--- src/rtl/patch_fetch_ctrl.sv ---
// Patch fetch controller: issues ROM reads for fetch requests, buffers the
// returned patches in an in-order FIFO and presents them with valid/ready.
module patch_fetch_ctrl #(
    parameter int unsigned ADDR_WIDTH  = 16,
    parameter int unsigned PATCH_WIDTH = 320,
    parameter int unsigned FIFO_DEPTH  = 2
) (
    input  logic                   clk_i,
    input  logic                   rst_ni,
    input  logic                   flush_i,
    input  logic                   req_valid_i,
    input  logic [ADDR_WIDTH-1:0]  req_addr_i,
    output logic                   req_ready_o,
    output logic [ADDR_WIDTH-1:0]  patch_addr_o,
    input  logic [PATCH_WIDTH-1:0] patch_rdata_i,
    output logic                   patch_valid_o,
    output logic [PATCH_WIDTH-1:0] patch_o,
    output logic [ADDR_WIDTH-1:0]  patch_tag_o,
    input  logic                   patch_ready_i,
    output logic                   misalign_o,
    output logic                   busy_o
);

    localparam int unsigned IDX_W = (FIFO_DEPTH > 1) ? $clog2(FIFO_DEPTH) : 1;
    localparam int unsigned PTR_W = IDX_W + 1;
    localparam int unsigned CRD_W = PTR_W + 1;

    logic [PATCH_WIDTH-1:0] r_data_mem [FIFO_DEPTH];
    logic [ADDR_WIDTH-1:0]  r_tag_mem  [FIFO_DEPTH];
    logic [PTR_W-1:0]       r_wptr;
    logic [PTR_W-1:0]       r_rptr;
    logic                   r_infl;
    logic [ADDR_WIDTH-1:0]  r_tag_q;
    logic [ADDR_WIDTH-1:0]  r_patch_addr;
    logic                   r_misalign;

    logic [PTR_W-1:0]       w_cnt;
    logic [CRD_W-1:0]       w_credit;
    logic                   w_empty;
    logic                   w_pop;
    logic                   w_pop_eff;
    logic                   w_push;
    logic                   w_accept;

    // Occupancy and handshake terms; a flush cycle neither pushes nor pops
    assign w_cnt     = r_wptr - r_rptr;
    assign w_empty   = (r_wptr == r_rptr);
    assign w_pop     = !w_empty && patch_ready_i;
    assign w_pop_eff = w_pop && !flush_i;
    assign w_push    = r_infl && !flush_i;
    assign w_credit  = CRD_W'(w_cnt) + CRD_W'(r_infl) - CRD_W'(w_pop);
    assign w_accept  = req_valid_i && req_ready_o;

    assign req_ready_o   = !flush_i && (w_credit < CRD_W'(FIFO_DEPTH));
    assign patch_valid_o = !w_empty;
    assign patch_o       = r_data_mem[r_rptr[IDX_W-1:0]];
    assign patch_tag_o   = r_tag_mem[r_rptr[IDX_W-1:0]];
    assign patch_addr_o  = r_patch_addr;
    assign misalign_o    = r_misalign;
    assign busy_o        = r_infl || !w_empty;

    // FIFO pointers; the extra MSB distinguishes full from empty
    always_ff @(posedge clk_i or negedge rst_ni) begin
        if (!rst_ni) begin
            r_wptr <= '0;
            r_rptr <= '0;
        end else if (flush_i) begin
            r_wptr <= '0;
            r_rptr <= '0;
        end else begin
            if (w_push) begin
                r_wptr <= r_wptr + PTR_W'(1);
            end
            if (w_pop_eff) begin
                r_rptr <= r_rptr + PTR_W'(1);
            end
        end
    end

    // FIFO storage; cleared on reset so the head reads as zero when idle
    always_ff @(posedge clk_i or negedge rst_ni) begin
        if (!rst_ni) begin
            for (int unsigned i = 0; i < FIFO_DEPTH; i++) begin
                r_data_mem[i] <= '0;
                r_tag_mem[i]  <= '0;
            end
        end else if (w_push) begin
            r_data_mem[r_wptr[IDX_W-1:0]] <= patch_rdata_i;
            r_tag_mem[r_wptr[IDX_W-1:0]]  <= r_tag_q;
        end
    end

    // Read issue: word-aligned ROM address, original byte address kept as tag
    always_ff @(posedge clk_i or negedge rst_ni) begin
        if (!rst_ni) begin
            r_infl       <= 1'b0;
            r_tag_q      <= '0;
            r_patch_addr <= '0;
        end else if (flush_i) begin
            r_infl <= 1'b0;
        end else begin
            r_infl <= w_accept;
            if (w_accept) begin
                r_patch_addr <= {req_addr_i[ADDR_WIDTH-1:2], 2'b00};
                r_tag_q      <= req_addr_i;
            end
        end
    end

    // Sticky misalignment flag, cleared only by reset
    always_ff @(posedge clk_i or negedge rst_ni) begin
        if (!rst_ni) begin
            r_misalign <= 1'b0;
        end else if (w_accept && (req_addr_i[1:0] != 2'b00)) begin
            r_misalign <= 1'b1;
        end
    end

    // The credit rule must never allow a push into a full FIFO
    a_no_overflow : assert property (@(posedge clk_i) disable iff (!rst_ni)
        !(w_push && (w_cnt == PTR_W'(FIFO_DEPTH))));

endmodule

--- config.mk ---
export PLATFORM = sky130hd
export DESIGN_NAME = patch_fetch_ctrl
export DESIGN_NICKNAME = d
export VERILOG_FILES = /design/src/rtl/patch_fetch_ctrl.sv
export SDC_FILE = /design/constraint.sdc
export NUM_CORES = 1
export LEC_CHECK = 0
export CORE_MARGIN = 2
export CORE_UTILIZATION = 35
export DETAILED_ROUTE_END_ITERATION = 10
export GPL_ROUTABILITY_DRIVEN = 0
export SLEW_MARGIN = 20
export SYNTH_ARGS = -nofsm -noshare
export SYNTH_HDL_FRONTEND = slang
export SYNTH_SLANG_ARGS = --single-unit
--- constraint.sdc ---
create_clock -name clk_i -period 4.3 [get_ports clk_i]
set_input_delay 0.86 -clock clk_i [delete_from_list [all_inputs] [get_ports clk_i]]
set_output_delay 0.86 -clock clk_i [all_outputs]
set_load 0.005 [all_outputs]
# ---- After elaboration in Yosys (flattened, before gate mapping)
# Cells that the tools add are included.
# Widths: inputs -> output; s select.
dict set report op_classes {
  mux 17
  n_lt_le_gt_ge 4
  add_sub_neg 5
  n_reduce_logical 14
  n_bitwise 3
  n_mul 0
  shift 0
  n_div 0
  n_eq_ne 1
}
# op count
set op_table {}
lappend op_table {{$mux 320} 4}
lappend op_table {{$bwmux 640} 1}
lappend op_table {{$demux 320 s1} 1}
lappend op_table {{$mux 16} 4}
lappend op_table {{$bwmux 32} 1}
lappend op_table {{$demux 16 s1} 1}
lappend op_table {{$mux 2} 4}
lappend op_table {{$logic_and 1x1->1} 7}
lappend op_table {{$reduce_bool 2->1} 3}
lappend op_table {{$add 2x1->2 const B} 2}
lappend op_table {{$ge 2x2->1 const B} 2}
lappend op_table {{$not 1->2} 2}
lappend op_table {{$add 2x1->3} 1}
lappend op_table {{$lt 3x2->1 const B} 1}
lappend op_table {{$sub 3x1->3} 1}
lappend op_table {{$eq 2x2->1} 1}
lappend op_table {{$logic_not 1->1} 2}
lappend op_table {{$lt 2x1->1 const B} 1}
lappend op_table {{$reduce_and 2->1} 1}
lappend op_table {{$sub 2x2->2} 1}
lappend op_table {{$logic_or 1x1->1} 1}
lappend op_table {{$mux 1} 1}
lappend op_table {{$not 1->1} 1}
dict set report word_totals {
  inputBits 341
  mem_bits_ro 0
  n_memories 0
  reg_bits 708
  output_inout_bits 356
  ram_bits 0
  wordCells 54
  latchBits 0
}

# ---- Depth between registers and ports, before layout
dict set report logic_depth {
  word_depth 8
  mapped_depth 12
  mapped_depth_nobuf 10
}

# ---- Worst setup path after synthesis
# No wires, ideal clock.
dict set report synth_timing {
  kind {input to output}
  startpoint {input port patch_ready_i}
  endpoint {output port req_ready_o}
  cell_stages 7
  t_required_ps 3440
  path_buffers 0
  t_arrival_ps 2481
  setup_slack_ps 959
  cell_sequence {a21boi_0 > ha_1 > nand2b_1 > fa_1 > xnor2_1 > xnor2_1 > and3b_2}
}
dict set report synth_via {
  elab_chain_len 4
}
# item line_no
set synth_rtl {}
lappend synth_rtl {{start: declaration} 19} ;# input logic patch_ready_i,
lappend synth_rtl {{$logic_and 1x1->1} 48} ;# assign w_pop = !w_empty && patch_ready_i;
lappend synth_rtl {{$sub 3x1->3} 51} ;# assign w_credit = CRD_W'(w_cnt) + CRD_W'(r_infl) - CRD_W'(w_pop);
lappend synth_rtl {{$lt 3x2->1} 54} ;# assign req_ready_o = !flush_i && (w_credit < CRD_W'(FIFO_DEPTH));
lappend synth_rtl {{$logic_and 1x1->1} 54}
lappend synth_rtl {{end: declaration} 13} ;# output logic req_ready_o,
# No other way between the ends.

# ---- Worst setup path after layout
# Same ends and word-level chain as after synthesis.

==> metrics <==
Synth cell types=27; vias in the first global route=20100; layout cells sized above 1=0.458; Slew @ Worst Pin=1.24 ns; Antenna Nets Post-Route=0; Fin. Hold Viols=0; remaining global-route overflow=0; startpoint types=input pin; CP Data Arrival Time=3.37 ns; CTS tree=yes; Pwr Density=756 nW/µm²; hold buffers post-CTS=0; cell with the most instances after synthesis=mux2_2; I/O pin cnt=697; drt first pass iters=6; global-route wire length before repair=121000 µm; final instance area=41000 µm²; RSZ-0062 raised after global routing=true; Clk pin slew, worst setup/hold paths=0.05 ns; P_leak=17.7 nW; sequential fraction of the synthesis area=0.582; Pins Over Slew Limit=0; final setup vio count=0; syn_area_per_cell=15.9 µm²; Post-synth ARST share=1.00; GRT Total Usage=0.180; fin crit period=4.23 ns; number of max-cap violations=0; DR vias/cell=4.81; H-tree depth=3; Synth top area share=0.582; Final Skew=0.0203 ns; Mapped Cells=1878; Die W=296 µm; number of synthesized flops with an enable pin=0; Root Driver=clkbuf_16; DR vias=18200; yosys warns=0; die extent in y=296 µm; Total Power=31.0 mW; placed instance area=38100 µm²; Slew HR=0.170; Clock Latency Late Sink=0.62 ns; Avg WL per Cell=21.4 µm; cts bufs inserted=81; Hold Path Class=input pin to asynchronous set/reset pin; f_max=0.237 GHz; DP HPWL=55700 µm; leading area contributor after synthesis=dfrtp_1; Area contributors post-synth=dfrtp_1 58%, mux2_2 38%, buf_2 1.1%, buf_4 0.50%, clkbuf_1 0.49%; Critical Path Sink Type=output pin; Place WS=-0.0937 ns; outcome=completed; storage element area=17400 µm²; Setup WS post-layout=0.0727 ns; clk buf depth=3; Required @ worst endpoint=3.44 ns; synthesis-to-layout area growth=37.4%; most instantiated cells after synthesis=1016 x mux2_2, 694 x dfrtp_1, 67 x buf_2; Worst VDD drop=0.716 mV; worst hold slack=0.288 ns; Synth Flop Type=dfrtp_1; largest net degree at the start of global routing=148; Final nets=2915; Post-Route WL=81200 µm; fillcell total=7369; multi-input logic area=11800 µm²; FF+latch count, synth=694; Cell Area, Synth=29800 µm²; drt drc=0; Die ar.=87600 µm²; crit path kind=input pin to output pin; row cnt=107; clk sinks=694; DRT iter0 DRCs=518; fin crit share=0.983; Worst Path Max Fanout=2; Buffers on Ports=694; Core Area=84900 µm²; Initial Util=0.351; initial antenna violation count=27
## path summary, 6_finish.rpt
kind                            cells after the start               to  slack, ns          start
worst max register to register                     11       r_tag_q[1]       1.21      r_rptr[0]
worst min register to register                      1       misalign_o       0.49     misalign_o
worst max-delay path                                9      req_ready_o       0.07  patch_ready_i
worst min-delay path                                1  r_data_mem[241]       0.29         rst_ni
min in group clk_i                                  1       misalign_o       0.49     misalign_o
max in group asynchronous                           2  r_data_mem[515]       2.84         rst_ni
## routing by layer
layer | up-vias | track usage | part of all wire
met5 | - | 0 | 0.0023
met4 | 28 | 0.0745 | 0.034
met3 | 154 | 0.0701 | 0.087
met2 | 525 | 0.305 | 0.50
met1 | 9409 | 0.201 | 0.38
li1 | 8124 | - | -
## area by class of cell
type | instances | share of cell area
diodes | 15 | 0.000916
clock buffers | 117 | 0.0567
repair buffers | 739 | 0.184
inverters | 1 | 0.0000916
clock inverters | 28 | 0.0102
multi-input cells | 1054 | 0.289
well taps | 1144 | 0.0349
flip-flops and latches | 694 | 0.424
## placed cells by master, fill, tap and decap left out, types with 2 or more instances in the layout
cell type        count
buf_12              16
buf_16               2
buf_4               26
bufinv_16            7
clkbuf_1            20
clkbuf_16           81
clkbuf_8            16
clkdlybuf4s50_1    693
clkinv_16            2
clkinv_2            10
clkinvlp_4           3
conb_1               2
dfrtp_1            692
diode_2             15
inv_16               2
inv_6                3
mux2_2            1016
mux2_4               8
nand2_1              3
nor2_1               4
or2_2                2
xnor2_1              5
## critical path: stages
cell and delay [ns]:
clkdlybuf4s50_1 0.47, a21boi_2 0.18, ha_1 0.25, nand2b_1 0.17, fa_2 0.39, xnor2_2 0.14, xnor2_1 0.20, and3b_2 0.21
clkdlybuf4s50_1 0.49
## kinds of logic (layout without fill, tap and decap cells)
logic type	after synthesis	count (layout)	synth area share
buffers and inverters	131	885	0.0226
AND/OR/NAND/NOR	14	14	0.00285
other	1	17	0.000126
XOR/XNOR	8	8	0.00260
flip-flops	694	694	0.582
adder cells (fa/ha/maj)	3	3	0.00151
multiplexers	1024	1024	0.388
AO/OA/AOI/OAI	3	3	0.000713
## flip-flops by register name (all words and copies together) (netlist names)
signal / cells
misalign_o: 1
r_wptr: 2
r_data_mem: 640
r_infl: 1
r_tag_q: 16
r_rptr: 2
r_tag_mem: 32
## what timing repair did
item | in CTS | in global routing
cloned | 1 | 0
setup endpoints to repair | 30 | 2
gates resized for setup | 4 | 5
pin swaps | 0 | 2
buffers inserted | 1 | 1
## where the power goes
part           switching [mW]  total, mW  leakage, nW  internal (mW)
clock network            2.79       6.99         1.34           4.20
registers                1.28       10.5         8.73           9.17
logic                    4.75       13.5         7.61           8.79
## through the flow
step           utilization  std cells  setup TNS (ns)
2_1_floorplan            -       1879               0
3_3_place_gp         0.449       3629          -0.161
3_5_place_dp         0.449       3629         -0.0937
4_1_cts              0.482       3776          -0.100
5_1_grt              0.483       3788         -0.0435
6_report             0.483       3792               0
(Power assumes the default switching activity.)
==> edit 1, RTL diff (same settings) <==
Reset style: synchronous (`rst_ni`), changed in 4 clocked blocks.
--- a/src/rtl/patch_fetch_ctrl.sv
+++ b/src/rtl/patch_fetch_ctrl.sv
@@ -60,7 +60,7 @@
     assign busy_o        = r_infl || !w_empty;
 
     // FIFO pointers; the extra MSB distinguishes full from empty
-    always_ff @(posedge clk_i or negedge rst_ni) begin
+    always_ff @(posedge clk_i) begin
         if (!rst_ni) begin
             r_wptr <= '0;
             r_rptr <= '0;
@@ -78,7 +78,7 @@
     end
 
     // FIFO storage; cleared on reset so the head reads as zero when idle
-    always_ff @(posedge clk_i or negedge rst_ni) begin
+    always_ff @(posedge clk_i) begin
         if (!rst_ni) begin
             for (int unsigned i = 0; i < FIFO_DEPTH; i++) begin
                 r_data_mem[i] <= '0;
@@ -91,7 +91,7 @@
     end
 
     // Read issue: word-aligned ROM address, original byte address kept as tag
-    always_ff @(posedge clk_i or negedge rst_ni) begin
+    always_ff @(posedge clk_i) begin
         if (!rst_ni) begin
             r_infl       <= 1'b0;
             r_tag_q      <= '0;
@@ -108,7 +108,7 @@
     end
 
     // Sticky misalignment flag, cleared only by reset
-    always_ff @(posedge clk_i or negedge rst_ni) begin
+    always_ff @(posedge clk_i) begin
         if (!rst_ni) begin
             r_misalign <= 1'b0;
         end else if (w_accept && (req_addr_i[1:0] != 2'b00)) begin
Check against the original RTL: not equivalent (Yosys sat finds a counterexample within 4 cycles, from zero or initial values and one cycle with rst_ni low; the reset may be asserted at any time).
==> edit 1 against the unedited design <==
Final area decreased by 1.0%; highest routed layer unchanged; via count decreased by 3.8%; synthesized cell count increased by 2.3%; routed wire length decreased by 2.5%; maximum frequency grew 3.0%; synthesized area is 0.13% lower; core utilization down 0.41 points; die area fell by 0.14%; setup slack gained 0.12 ns; register-to-register slack better by 0.07 ns; clock skew hardly changed; first-iteration DRC count rose by 36%; sequential cell count rose by 1.
Power is not compared: it rests on default switching activity, and its combinational part moved more than twofold at a synthesized area within 25%.
==> edit 1: results (changes against the unedited design) <==
metric	value	unit	change
gr-usage-met2	31.6	%	+1.0 points
drive_above_1_share	18.4	%	-27 points
gr-usage-all-layers	17.4	%	-0.55 points
synth_top_flop_cell	sky130_fd_sc_hd__edfxtp_1		
r2r_setup_slack	1.28	ns	+0.07 ns
net-switching-power	3.10	mW	
synth-xor-area-share	0.260	%	+0.00035 points
dp.cells	3667		+1.0%
via_count_of_the_first_global_routing_pass	18300		-9.0%
vdd.ir_drop.worst	0.270	mV	
global_route.usage.met1	19.3	%	-0.78 points
grt_max_degree	185		+25%
global_route.usage.met3	5.10	%	-1.9 points
drt_first_iter_violations	703		+36%
crit_arrival	3.24	ns	-0.13 ns
critical_path.max_fanout	4		+2
synth_top_area_cells	sky130_fd_sc_hd__edfxtp_1, sky130_fd_sc_hd__and2_1, sky130_fd_sc_hd__mux2_2		
via_per_inst	4.60		-4.4%
finalNetCount	2946		+1.1%
grt_pass1_wl	114	mm	-5.5%
finalCritPeriodShare	95.5	%	-2.9 points
critical-path-top-delay-family	adder cells		
placement.io_buffers	694		unchanged
grt_antenna_before_repair	17		-37%
worst_path_largest_cell_delay	0.47	ns	-0.02 ns
timing.clock.skew	0.0199	ns	-0.000484 ns
ys_top_cells_by_count	sky130_fd_sc_hd__and2_1, sky130_fd_sc_hd__edfxtp_1, sky130_fd_sc_hd__mux2_2		
nFillCells	7300		-0.94%
antenna_violating_nets_post_route	0		unchanged
timing.critical_path.slowest_stage_cell	sky130_fd_sc_hd__fa_1		
post_synth_fa_ha_maj_area_fraction	0.151	%	+0.00020 points
worst_hold_slack	0.469	ns	+0.181 ns
post_drt_wl_per_cell	20.8	um	-3.1%
layoutNonFillerInstCount	3815		+0.61%
critical_path.reg2reg.endpoint	r_tag_q[7]$_SDFFE_PN0P_		
run_status	completed		
synth-edff-count	672		+672
synth-seq-area-share	69.3	%	+11 points
cts.repair.resized	6		+2
dp.final_hpwl	52.4	mm	-5.9%
timing.hold.worst_path_depth	2		
netlist-cell-type-count	32		+19%
post_synthesis_cells	1922		+2.3%
ff2ff_path_depth	11		unchanged
tritoncts_buffers	77		-4.9%
dp_slack	-0.212	ns	-0.118 ns
muxShareOfSynthArea	13.2	%	-26 points
placement.cell_area	0.0381	mm^2	about the same
hold_path.class	flop to flop		
synth-async-reset-ratio	0	%	-100 points
critical_path.startpoint	r_wptr[0]$_SDFFE_PP0P_		
synth_compound_area_share	0.113	%	+0.042 points
max_slew_margin	39.6	%	+23 points
cts.repair_timing.setup_buffer_count	0		-1
syn_to_final_growth	36.1	%	
drt_first_pass_iters	4		-2
[edit 1: changes by cell type in the layout (fill, tap and decap cells not counted), sizes merged, moves of 23 or more]
cell    before  now
edfxtp       0  672
nand2        3   35
dfxtp        0   23
and2         0  672
dfrtp      694    0
mux2      1024  336
[edit 1: metal layers]
metal,share of wire [%],vias to the layer above
met5,0.095,-
met4,2.3,12
met3,7.3,108
met2,53,439
met1,37,8817
li1,-,8166
[edit 1: cell type report]
class                           count  share of cell area [%]
Multi-Input combinational cell   1091                    21.2
Inverter                            3                  0.0278
Tap cell                         1144                    3.53
Antenna cell                       12                  0.0740
Timing Repair Buffer              734                    18.4
Sequential cell                   695                    50.9
Clock buffer                       95                    5.02
Clock inverter                     41                   0.888
[edit 1: logic make-up after synthesis]
kind of cell	after synthesis
DFF	695
AOI/OAI and AO/OA	5
adders and majority gates	3
xor gates and xnor gates	8
muxes	352
buffers and inverters	137
and+or+nand+nor	721
other	1
==> edit 2, RTL diff (config.mk and constraints unchanged) <==
Made on the original files. Change the parameter `ADDR_WIDTH` from 16 to 17.
--- a/src/rtl/patch_fetch_ctrl.sv
+++ b/src/rtl/patch_fetch_ctrl.sv
@@ -1,7 +1,7 @@
 // Patch fetch controller: issues ROM reads for fetch requests, buffers the
 // returned patches in an in-order FIFO and presents them with valid/ready.
 module patch_fetch_ctrl #(
-    parameter int unsigned ADDR_WIDTH  = 16,
+    parameter int unsigned ADDR_WIDTH  = 17,
     parameter int unsigned PATCH_WIDTH = 320,
     parameter int unsigned FIFO_DEPTH  = 2
 ) (
Interface: changed (resized patch_addr_o, patch_tag_o and req_addr_i); port bits go from 697 to 700. The function was not compared with the original's and may differ.
==> edit 2 against the unedited design <==
Worst hold slack better by 0.010 ns; highest routed layer unchanged; routed wire length is 0.59% lower; register-to-register slack hardly changed; final area is 0.34% higher; sequential cell count is 3 higher; sequential power hardly changed; setup slack better by 0.25 ns; clock power is 2% lower; die area is 0.41% higher; power is 0.39% lower; critical endpoint is now patch_tag_o[5]; synthesized area is 0.42% higher; core utilization is 0.090 points higher.
==> edit 2: results (changes against the unedited design) <==
metric	value	unit	change
gr-usage-met2	31.5	%	+1.0 points
critical_path.max_fanout	76		+74
dp.final_hpwl	56.1	mm	+0.71%
wirelength	80.7	mm	-0.59%
global_route.usage.met3	6.52	%	-0.49 points
finalNetCount	2930		+0.51%
run_status	completed		
power.static_leakage	17.8	nW	+0.54%
via_count_of_the_first_global_routing_pass	20500		+1.9%
tritoncts_buffers	79		-2.5%
placement.cell_area	0.0383	mm^2	+0.44%
layoutNonFillerInstCount	3807		+0.40%
timing.clock.skew	0.0298	ns	+0.00944 ns
gr-usage-all-layers	17.8	%	-0.19 points
vdd.ir_drop.worst	0.408	mV	-43%
crit_arrival	3.11	ns	-0.26 ns
placement.io_buffers	697		+0.43%
via_per_inst	4.79		-0.32%
post_synthesis_cells	1888		+0.53%
grt_max_degree	140		-5.4%
drt_first_pass_iters	4		-2
dp_slack	-0.107	ns	-0.0132 ns
grt_antenna_before_repair	26		-3.7%
drt_first_iter_violations	461		-11%
worst_hold_slack	0.298	ns	+0.0102 ns
-- edit 2: cell families (layout without fill, tap and decap cells) --
family / Yosys count / count (layout) / share of synthesized area, %
AO/OA/AOI/OAI: 3 / 3 / 0.0710
flip-flops: 697 / 697 / 58.2
other: 1 / 21 / 0.0125
XOR/XNOR: 8 / 8 / 0.259
AND/OR/NAND/NOR: 14 / 14 / 0.267
buffers and inverters: 134 / 889 / 2.28
multiplexers: 1028 / 1028 / 38.7
adder cells (fa/ha/maj): 3 / 3 / 0.150
-- edit 2: where the power goes --
group	switching (mW)	internal [mW]
sequential	1.31	9.21
clock	2.73	4.11
combinational	4.69	8.81
total	8.73	22.1
-- edit 2: per-layer routing --
| layer | routed length [um] | vias up | share of wire [%] |
|---|---|---|---|
| li1 | - | 8178 | - |
| met1 | 29100 | 9426 | 36 |
| met2 | 42300 | 488 | 52 |
| met3 | 6570 | 146 | 8.1 |
| met4 | 2650 | 16 | 3.3 |
| met5 | 93 | - | 0.12 |
-- edit 2: repair_timing --
| action | in CTS | in global routing |
|---|---|---|
| gates resized for setup | 8 | 3 |
| setup buffers | 1 | 1 |
| pin swaps | 2 | 2 |
| endpoints found under the setup margin | 167 | 2 |
| cloned | 1 | 1 |
-- edit 2: cell type report --
| type | instances | area (um^2) | share of cell area, % |
|---|---|---|---|
| repair buffers | 748 | 7640 | 18.6 |
| well taps | 1144 | 1430 | 3.48 |
| multi-input cells | 1058 | 11900 | 28.9 |
| inverters | 1 | 3.75 | 0.00913 |
| clock inverters | 28 | 360 | 0.876 |
| clock buffers | 112 | 2300 | 5.60 |
| flip-flops and latches | 697 | 17400 | 42.4 |
| diodes | 19 | 47.5 | 0.116 |
-- edit 2: how the worst max path moves through the flow --
| stage | endpoint | slack [ns] | start |
|---|---|---|---|
| 6_report | patch_tag_o[5] | 0.33 | r_rptr[0]$_DFFE_PN0P_ |
| 5_1_grt | patch_tag_o[10] | 0.18 | r_rptr[0]$_DFFE_PN0P_ |
| 3_3_place_gp | req_ready_o | -0.21 | patch_ready_i |
| 3_5_place_dp | req_ready_o | -0.11 | patch_ready_i |
| 2_1_floorplan | req_ready_o | 0.95 | r_wptr[0]$_DFFE_PN0P_ |
| 4_1_cts | req_ready_o | 0.005 | r_wptr[1]$_DFFE_PN0P_ |
-- edit 2: worst max-delay path: stages (launching register included) --
cell and delay (ns):
sky130_fd_sc_hd__dfrtp_4 0.43, sky130_fd_sc_hd__buf_6 0.50, sky130_fd_sc_hd__bufbuf_16 0.62, sky130_fd_sc_hd__mux2_2 0.39, sky130_fd_sc_hd__clkdlybuf4s50_1 0.50
